### src/rtl/hc_dpram_endpoint_if.sv
// Xillybus seekable stream pair (address, write and read strobes) between core and user endpoint.
// Latency: none, this is wiring only; read data follows rden by one cycle in the endpoint.
// Backpressure: the endpoint drives full/empty/eof back to the core through the slave modport.
interface hc_dpram_if #(
  parameter int DATA_W = 32,
  parameter int ADDR_W = 5
);
  logic [ADDR_W-1:0] user_hc_dpram_addr;
  logic              user_hc_dpram_addr_update;
  logic              user_w_hc_dpram_open;
  logic              user_w_hc_dpram_wren;
  logic [DATA_W-1:0] user_w_hc_dpram_data;
  logic              user_w_hc_dpram_full;
  logic              user_r_hc_dpram_open;
  logic              user_r_hc_dpram_rden;
  logic [DATA_W-1:0] user_r_hc_dpram_data;
  logic              user_r_hc_dpram_empty;
  logic              user_r_hc_dpram_eof;

  // Core side: drives seeks and strobes, observes data and flow-control flags.
  modport master (
    output user_hc_dpram_addr, user_hc_dpram_addr_update,
    output user_w_hc_dpram_open, user_w_hc_dpram_wren, user_w_hc_dpram_data,
    input  user_w_hc_dpram_full,
    output user_r_hc_dpram_open, user_r_hc_dpram_rden,
    input  user_r_hc_dpram_data, user_r_hc_dpram_empty, user_r_hc_dpram_eof
  );

  // Endpoint side: mirror image of the core.
  modport slave (
    input  user_hc_dpram_addr, user_hc_dpram_addr_update,
    input  user_w_hc_dpram_open, user_w_hc_dpram_wren, user_w_hc_dpram_data,
    output user_w_hc_dpram_full,
    input  user_r_hc_dpram_open, user_r_hc_dpram_rden,
    output user_r_hc_dpram_data, user_r_hc_dpram_empty, user_r_hc_dpram_eof
  );
endinterface

### src/rtl/hc_dpram_endpoint.sv
// Seekable Xillybus hc_dpram responder: dual-port RAM, host stream port plus application port.
// Latency: host read data and app_rdata one cycle after the strobe/address; writes land at the edge.
// Backpressure: full is never raised; empty follows read open (and EOF when HC_DPRAM_READ_EOF_EN).
//
// Build option HC_DPRAM_READ_EOF_EN: a read at the last word parks the pointer there and raises
// empty/eof until the next seek or read-open rising edge. Without it the read stream wraps forever.
module hc_dpram_endpoint #(
  parameter int DATA_W = 32,
  parameter int ADDR_W = 5
) (
  input  logic              bus_clk,
  input  logic              trn_reset_n,
  hc_dpram_if.slave         xb,
  input  logic [ADDR_W-1:0] app_addr,
  input  logic              app_wren,
  input  logic [DATA_W-1:0] app_wdata,
  output logic [DATA_W-1:0] app_rdata,
  output logic              app_host_wr,
  input  logic              app_clear,
  output logic              app_collision
);

  localparam int DEPTH = 2 ** ADDR_W;

  // Storage is deliberately not reset; only the control path is.
  logic [DATA_W-1:0] mem [DEPTH];

  logic [ADDR_W-1:0] ptr_q, ptr_d;
  logic              w_open_q, w_open_d;
  logic              r_open_q, r_open_d;
  logic              empty_q, empty_d;
  logic [DATA_W-1:0] rdata_q, rdata_d;
  logic [DATA_W-1:0] app_rdata_q, app_rdata_d;
  logic              host_wr_q, host_wr_d;
  logic              collision_q, collision_d;

  logic host_wr;
  logic host_rd;
  logic w_open_rise;
  logic r_open_rise;
  logic app_hit;
  logic app_wr;

`ifdef HC_DPRAM_READ_EOF_EN
  localparam logic [ADDR_W-1:0] LAST = ADDR_W'(DEPTH - 1);
  logic eof_q, eof_d;
  logic rd_at_last;
`endif

  // Qualify strobes with their open flags and resolve host/app write collisions.
  always_comb begin
    host_wr     = xb.user_w_hc_dpram_wren & xb.user_w_hc_dpram_open;
`ifdef HC_DPRAM_READ_EOF_EN
    host_rd     = xb.user_r_hc_dpram_rden & xb.user_r_hc_dpram_open & ~eof_q;
    rd_at_last  = host_rd & (ptr_q == LAST);
`else
    host_rd     = xb.user_r_hc_dpram_rden & xb.user_r_hc_dpram_open;
`endif
    w_open_rise = xb.user_w_hc_dpram_open & ~w_open_q;
    r_open_rise = xb.user_r_hc_dpram_open & ~r_open_q;
    // Host owns the word when both sides write the same address in one cycle.
    app_hit     = host_wr & app_wren & (app_addr == ptr_q);
    app_wr      = app_wren & ~app_hit;
  end

  // Next-state for the shared pointer, flags and registered read ports.
  always_comb begin
    ptr_d       = ptr_q;
    w_open_d    = xb.user_w_hc_dpram_open;
    r_open_d    = xb.user_r_hc_dpram_open;
    empty_d     = ~xb.user_r_hc_dpram_open;
    rdata_d     = rdata_q;
    app_rdata_d = mem[app_addr];
    host_wr_d   = host_wr_q;
    collision_d = app_hit;

    // A seek overrides everything, then a fresh open rewinds, then the access advances.
    if (xb.user_hc_dpram_addr_update) begin
      ptr_d = xb.user_hc_dpram_addr;
    end else if (w_open_rise || r_open_rise) begin
      ptr_d = '0;
    end else if (host_wr || host_rd) begin
`ifdef HC_DPRAM_READ_EOF_EN
      ptr_d = rd_at_last ? ptr_q : ptr_q + ADDR_W'(1);
`else
      ptr_d = ptr_q + ADDR_W'(1);
`endif
    end

    // Combinational array read before the edge's write gives read-first behaviour.
    if (host_rd) begin
      rdata_d = mem[ptr_q];
    end

    // Set beats clear when both happen together.
    if (host_wr) begin
      host_wr_d = 1'b1;
    end else if (app_clear) begin
      host_wr_d = 1'b0;
    end
  end

`ifdef HC_DPRAM_READ_EOF_EN
  // End-of-stream latch: armed by the read at the last word, dropped by a seek or reopen.
  always_comb begin
    eof_d = eof_q;
    if (xb.user_hc_dpram_addr_update || r_open_rise) begin
      eof_d = 1'b0;
    end else if (rd_at_last) begin
      eof_d = 1'b1;
    end
  end

  // End-of-stream flag register.
  always_ff @(posedge bus_clk or negedge trn_reset_n) begin
    if (!trn_reset_n) begin
      eof_q <= 1'b0;
    end else begin
      eof_q <= eof_d;
    end
  end
`endif

  // Control and output registers.
  always_ff @(posedge bus_clk or negedge trn_reset_n) begin
    if (!trn_reset_n) begin
      ptr_q       <= '0;
      w_open_q    <= 1'b0;
      r_open_q    <= 1'b0;
      empty_q     <= 1'b1;
      rdata_q     <= '0;
      app_rdata_q <= '0;
      host_wr_q   <= 1'b0;
      collision_q <= 1'b0;
    end else begin
      ptr_q       <= ptr_d;
      w_open_q    <= w_open_d;
      r_open_q    <= r_open_d;
      empty_q     <= empty_d;
      rdata_q     <= rdata_d;
      app_rdata_q <= app_rdata_d;
      host_wr_q   <= host_wr_d;
      collision_q <= collision_d;
    end
  end

  // RAM write ports; app_wr is already masked on an address clash with the host.
  always_ff @(posedge bus_clk) begin
    if (host_wr) begin
      mem[ptr_q] <= xb.user_w_hc_dpram_data;
    end
    if (app_wr) begin
      mem[app_addr] <= app_wdata;
    end
  end

  assign xb.user_w_hc_dpram_full = 1'b0;
  assign xb.user_r_hc_dpram_data = rdata_q;
`ifdef HC_DPRAM_READ_EOF_EN
  assign xb.user_r_hc_dpram_empty = empty_q | eof_q;
  assign xb.user_r_hc_dpram_eof   = eof_q;
`else
  assign xb.user_r_hc_dpram_empty = empty_q;
  assign xb.user_r_hc_dpram_eof   = 1'b0;
`endif
  assign app_rdata     = app_rdata_q;
  assign app_host_wr   = host_wr_q;
  assign app_collision = collision_q;

endmodule

### src/flat_wrapper.sv
// flat-port wrapper written by rule: the top's interface ports become plain ports
module hc_dpram_endpoint_flat 
#(
  parameter int DATA_W = 32,
  parameter int ADDR_W = 5
)
  (bus_clk, trn_reset_n, app_addr, app_wren, app_wdata, app_rdata, app_host_wr, app_clear, app_collision, xb_user_hc_dpram_addr, xb_user_hc_dpram_addr_update, xb_user_w_hc_dpram_open, xb_user_w_hc_dpram_wren, xb_user_w_hc_dpram_data, xb_user_w_hc_dpram_full, xb_user_r_hc_dpram_open, xb_user_r_hc_dpram_rden, xb_user_r_hc_dpram_data, xb_user_r_hc_dpram_empty, xb_user_r_hc_dpram_eof);
  hc_dpram_if #(.DATA_W(DATA_W), .ADDR_W(ADDR_W)) xb_i ();
  input  logic bus_clk;
  input  logic trn_reset_n;
  input  logic [ADDR_W-1:0] app_addr;
  input  logic app_wren;
  input  logic [DATA_W-1:0] app_wdata;
  output logic [DATA_W-1:0] app_rdata;
  output logic app_host_wr;
  input  logic app_clear;
  output logic app_collision;
  input wire logic [$bits(xb_i.user_hc_dpram_addr)-1:0] xb_user_hc_dpram_addr;
  input wire logic [$bits(xb_i.user_hc_dpram_addr_update)-1:0] xb_user_hc_dpram_addr_update;
  input wire logic [$bits(xb_i.user_w_hc_dpram_open)-1:0] xb_user_w_hc_dpram_open;
  input wire logic [$bits(xb_i.user_w_hc_dpram_wren)-1:0] xb_user_w_hc_dpram_wren;
  input wire logic [$bits(xb_i.user_w_hc_dpram_data)-1:0] xb_user_w_hc_dpram_data;
  output wire logic [$bits(xb_i.user_w_hc_dpram_full)-1:0] xb_user_w_hc_dpram_full;
  input wire logic [$bits(xb_i.user_r_hc_dpram_open)-1:0] xb_user_r_hc_dpram_open;
  input wire logic [$bits(xb_i.user_r_hc_dpram_rden)-1:0] xb_user_r_hc_dpram_rden;
  output wire logic [$bits(xb_i.user_r_hc_dpram_data)-1:0] xb_user_r_hc_dpram_data;
  output wire logic [$bits(xb_i.user_r_hc_dpram_empty)-1:0] xb_user_r_hc_dpram_empty;
  output wire logic [$bits(xb_i.user_r_hc_dpram_eof)-1:0] xb_user_r_hc_dpram_eof;
  assign xb_i.user_hc_dpram_addr = xb_user_hc_dpram_addr;
  assign xb_i.user_hc_dpram_addr_update = xb_user_hc_dpram_addr_update;
  assign xb_i.user_w_hc_dpram_open = xb_user_w_hc_dpram_open;
  assign xb_i.user_w_hc_dpram_wren = xb_user_w_hc_dpram_wren;
  assign xb_i.user_w_hc_dpram_data = xb_user_w_hc_dpram_data;
  assign xb_user_w_hc_dpram_full = xb_i.user_w_hc_dpram_full;
  assign xb_i.user_r_hc_dpram_open = xb_user_r_hc_dpram_open;
  assign xb_i.user_r_hc_dpram_rden = xb_user_r_hc_dpram_rden;
  assign xb_user_r_hc_dpram_data = xb_i.user_r_hc_dpram_data;
  assign xb_user_r_hc_dpram_empty = xb_i.user_r_hc_dpram_empty;
  assign xb_user_r_hc_dpram_eof = xb_i.user_r_hc_dpram_eof;
  hc_dpram_endpoint #(.DATA_W(DATA_W), .ADDR_W(ADDR_W)) u_core (.bus_clk(bus_clk), .trn_reset_n(trn_reset_n), .xb(xb_i), .app_addr(app_addr), .app_wren(app_wren), .app_wdata(app_wdata), .app_rdata(app_rdata), .app_host_wr(app_host_wr), .app_clear(app_clear), .app_collision(app_collision));
endmodule
### config.mk
export PLATFORM = sky130hd
export DESIGN_NAME = hc_dpram_endpoint_flat
export DESIGN_NICKNAME = d
export VERILOG_FILES = /design/src/rtl/hc_dpram_endpoint_if.sv /design/src/rtl/hc_dpram_endpoint.sv /design/src/flat_wrapper.sv
export SDC_FILE = /design/constraint.sdc
export NUM_CORES = 2
export LEC_CHECK = 0
export CORE_UTILIZATION = 30
export CTS_CLUSTER_DIAMETER = 30
export DETAILED_ROUTE_END_ITERATION = 7
export SKIP_LAST_GASP = 1
export SYNTH_ARGS = -nofsm -noshare
export SYNTH_HDL_FRONTEND = slang
export SYNTH_SLANG_ARGS = --single-unit
### constraint.sdc
create_clock -name bus_clk -period 5.1 [get_ports bus_clk]
set_clock_uncertainty 0.15 [all_clocks]
set_input_delay 1.275 -clock bus_clk [delete_from_list [all_inputs] [get_ports bus_clk]]
set_output_delay 1.275 -clock bus_clk [all_outputs]
set_load 0.01 [all_outputs]
==> flow_metrics.py <==
metrics = {
    "place": {
        "hpwl_mm": 145,
        "gp_congestion": 0.872,
        "placed_cells": 6358,
        "pre_cts_ws_ps": 462,
        "io_buffer_count": 149,
    },
    "timing": {
        "setup_violations": 0,
        "whs_ps": 301,
        "hold_viol_final": 0,
        "rsz0062_at_grt": "false",
        "max_slew_margin_pct": 9.49,
        "drv_slew": 0,
        "worstMarginPinSlew_ps": 1350,
        "period_share_pct": 75.8,
        "setup_tns_ps": 0,
        "fin_ws_ps": 1240,
        "min_period_ps": 3860,
        "fmax_mhz": 259,
    },
    "global_routing": {
        "grt_pass1_wl_mm": 333,
        "antenna_found_initial": 10,
        "grt_overflow": 0,
        "grtUsageTotal_pct": 22.6,
        "grt_pass1_vias": 41600,
        "grt_max_degree": 118,
    },
    "critical_path": {
        "worst_path_max_delay_cell": "a21oi_4",
        "timing.rr.end": "u_core.xb.user_r_hc_dpram_data[28]$_DFFE_PN0P_",
        "worstSetupEndpointType": "register",
        "cpLargestDelayFamily": "buffers and inverters",
        "r2r_start": "u_core.ptr_q[0]$_DFFE_PN0P_",
        "path_cells": "clkdlybuf4s50_1, buf_4, nor3b_4, nand2_1, a21oi_4, buf_12, mux2_2",
        "crit_buf_inv": 3,
        "worst_setup_path_start_kind": "input port",
        "cp.arrival_ps": 4320,
        "r2r_setup_slack_ps": 1270,
        "crit_path_max_incr_delay_ps": 810,
        "worst-setup-path-type": "input port to register",
        "crit_required_ps": 5550,
        "path_max_fanout": 18,
        "r2r_cells": 5,
    },
    "power_and_ir_drop": {
        "ir_worst_vdd_uv": 245,
        "power-per-cell-area_nw_per_um2": 402,
        "finalPower_mw": 30.8,
        "p_leak_nw": 24.9,
    },
    "die": {
        "core_area_um2": 205000,
        "dieHeight_um": 457,
        "io_pins": 152,
        "die_area_um2": 209000,
        "rows": 166,
        "die_w_um": 457,
        "initial_core_util_pct": 30.3,
    },
    "synthesis": {
        "yosysTopAreaCell": "edfxtp_1",
        "synth.top_cell.area_share_pct": 49.5,
        "syn_area_um2": 62200,
        "synth.distinct_cells": 60,
        "synth.area.top_cells": "edfxtp_1, mux4_2, mux2_1",
        "synth_edf_count": 1024,
        "postSynthCellCount": 3801,
        "async_flop_share_pct": 6.74,
        "seq_area_frac_synth_pct": 52.5,
        "synth-seq-cells": 1098,
        "synth-main-ff-cell": "edfxtp_1",
        "syn_avg_cell_area_um2": 16.4,
        "ys_warn_count": 0,
    },
    "cells_and_area": {
        "layout_common_cells": "edfxtp_1, mux2_1, mux4_2, mux2_2, clkbuf_16",
        "diodes": 0,
        "fill_cells": 19000,
        "syn2layout_area_growth_pct": 23.4,
        "finalNetCount": 4041,
        "final_common_cell": "edfxtp_1",
        "regArea_um2": 32600,
        "drive_gt1_share_pct": 38.6,
        "multi_input_area_um2": 27800,
        "stdcell_count": 6849,
    },
    "cts": {
        "h-tree-depth": 5,
        "numCtsBuffers": 282,
        "holdBufCountCts": 0,
        "ctsResizeCount": 0,
        "clkSlewWorstSetupHoldPaths_ps": 40,
        "clk_latency_ps": 890,
        "clkSinkCount": 1098,
        "post-cts-setup-buffer-count": 0,
        "cts_tree": "built",
        "cts_buffer_depth": 4,
        "clockRootBuffer": "clkbuf_16",
    },
    "drt": {
        "avgRoutedWirePerCell_um": 35.2,
        "first_pass_iters": 7,
        "drt-initial-drc-count": 5840,
        "wirelength_mm": 241,
        "drc": 0,
        "antenna_left": 0,
        "viasPerCell": 6.07,
        "num_vias": 41600,
    },
    "min_path": {
        "hold_path.class": "input port to asynchronous set/reset pin",
    },
    "job": {
        "maxCapViolations": 0,
    },
    "status": {
        "status": "finished, final reports clean",
    },
}
registers in the layout, summed over array words and instances (netlist names):
register                         flops
u_core.app_collision                 1
u_core.xb.user_r_hc_dpram_empty      1
u_core.r_open_q                      1
u_core.w_open_q                      1
u_core.app_rdata                    32
u_core.xb.user_r_hc_dpram_data      32
u_core.mem                        1024
u_core.ptr_q                         5
u_core.app_host_wr                   1
cells by family after synthesis:
| family | synth area share (%) |
|---|---|
| mux | 36.9 |
| flops | 52.5 |
| buf+inv | 3.66 |
| compound gates | 5.27 |
| simple gates | 1.61 |
| xor+xnor | 0.0705 |
| fa+ha+maj | 0.0805 |
| other cells | 0.00603 |
synthesized netlist by cell type, drive strengths merged, types with 6 or more instances:
| master | count |
|---|---|
| o21bai | 22 |
| a2111oi | 18 |
| o22ai | 55 |
| nor3b | 7 |
| and3b | 6 |
| a22oi | 180 |
| nand2 | 24 |
| dfrtp | 73 |
| a31oi | 31 |
| nor2 | 49 |
| nor4 | 13 |
| a22o | 32 |
| nand3b | 6 |
| mux4 | 449 |
| a21oi | 24 |
| nand4 | 33 |
| buf | 193 |
| mux2i | 126 |
| nor3 | 7 |
| o21ai | 19 |
| a211oi | 24 |
| mux2 | 1024 |
| nand3 | 7 |
| edfxtp | 1024 |
| clkbuf | 305 |
where the power goes:
part	leakage (nW)	switching [mW]	internal, mW
Sequential	10.1	0.227	10.1
Clock	4.45	5.30	11.9
Combinational	10.3	1.83	1.40
layer usage:
| metal | GRT usage (%) | vias to the layer above | part of all wire, % |
|---|---|---|---|
| met3 | 5.09 | 579 | 9.9 |
| met5 | 0.344 | - | 0.071 |
| met4 | 11.2 | 12 | 5.0 |
| met1 | 29.3 | 22300 | 39 |
| li1 | - | 16100 | - |
| met2 | 35.3 | 2601 | 46 |
final cells by class:
| type | instances | share of cell area [%] |
|---|---|---|
| Clock buffer | 355 | 10.1 |
| Clock inverter | 136 | 1.83 |
| Inverter | 4 | 0.0196 |
| Multi-Input combinational cell | 2202 | 36.3 |
| Sequential cell | 1098 | 42.5 |
| Tap cell | 2688 | 4.38 |
| Timing Repair Buffer | 366 | 4.91 |
metrics by stage:
step	instance area (µm²)	util, %
finish	76700	37.4
global route	76700	37.4
CTS	76700	37.4
detailed placement	67600	32.9
global placement	67600	32.9
floorplan	62200	-
worst reg2reg max path: cells and delay by family (launching register included):
kind | cells | cell delay, ps
flip-flops | 1 | 920
buffers and inverters | 1 | 340
AND/OR/NAND/NOR | 2 | 1890
AO/OA/AOI/OAI | 2 | 340
worst max path at each step:
stage | from | end | slack, ps | depth (start not counted)
2_1_floorplan | xb_user_w_hc_dpram_wren | u_core.mem[10][0]$_DFFE_PP_ | 490 | 8
3_3_place_gp | app_wren | u_core.mem[20][27]$_DFFE_PP_ | 470 | 6
3_5_place_dp | app_wren | u_core.mem[20][25]$_DFFE_PP_ | 460 | 6
4_1_cts | app_addr[3] | u_core.mem[11][31]$_DFFE_PP_ | 1370 | 7
5_1_grt | app_wren | u_core.mem[20][25]$_DFFE_PP_ | 1240 | 6
6_report | app_addr[3] | u_core.mem[11][31]$_DFFE_PP_ | 1240 | 7
Note: power is estimated with default switching activity, not from simulation.
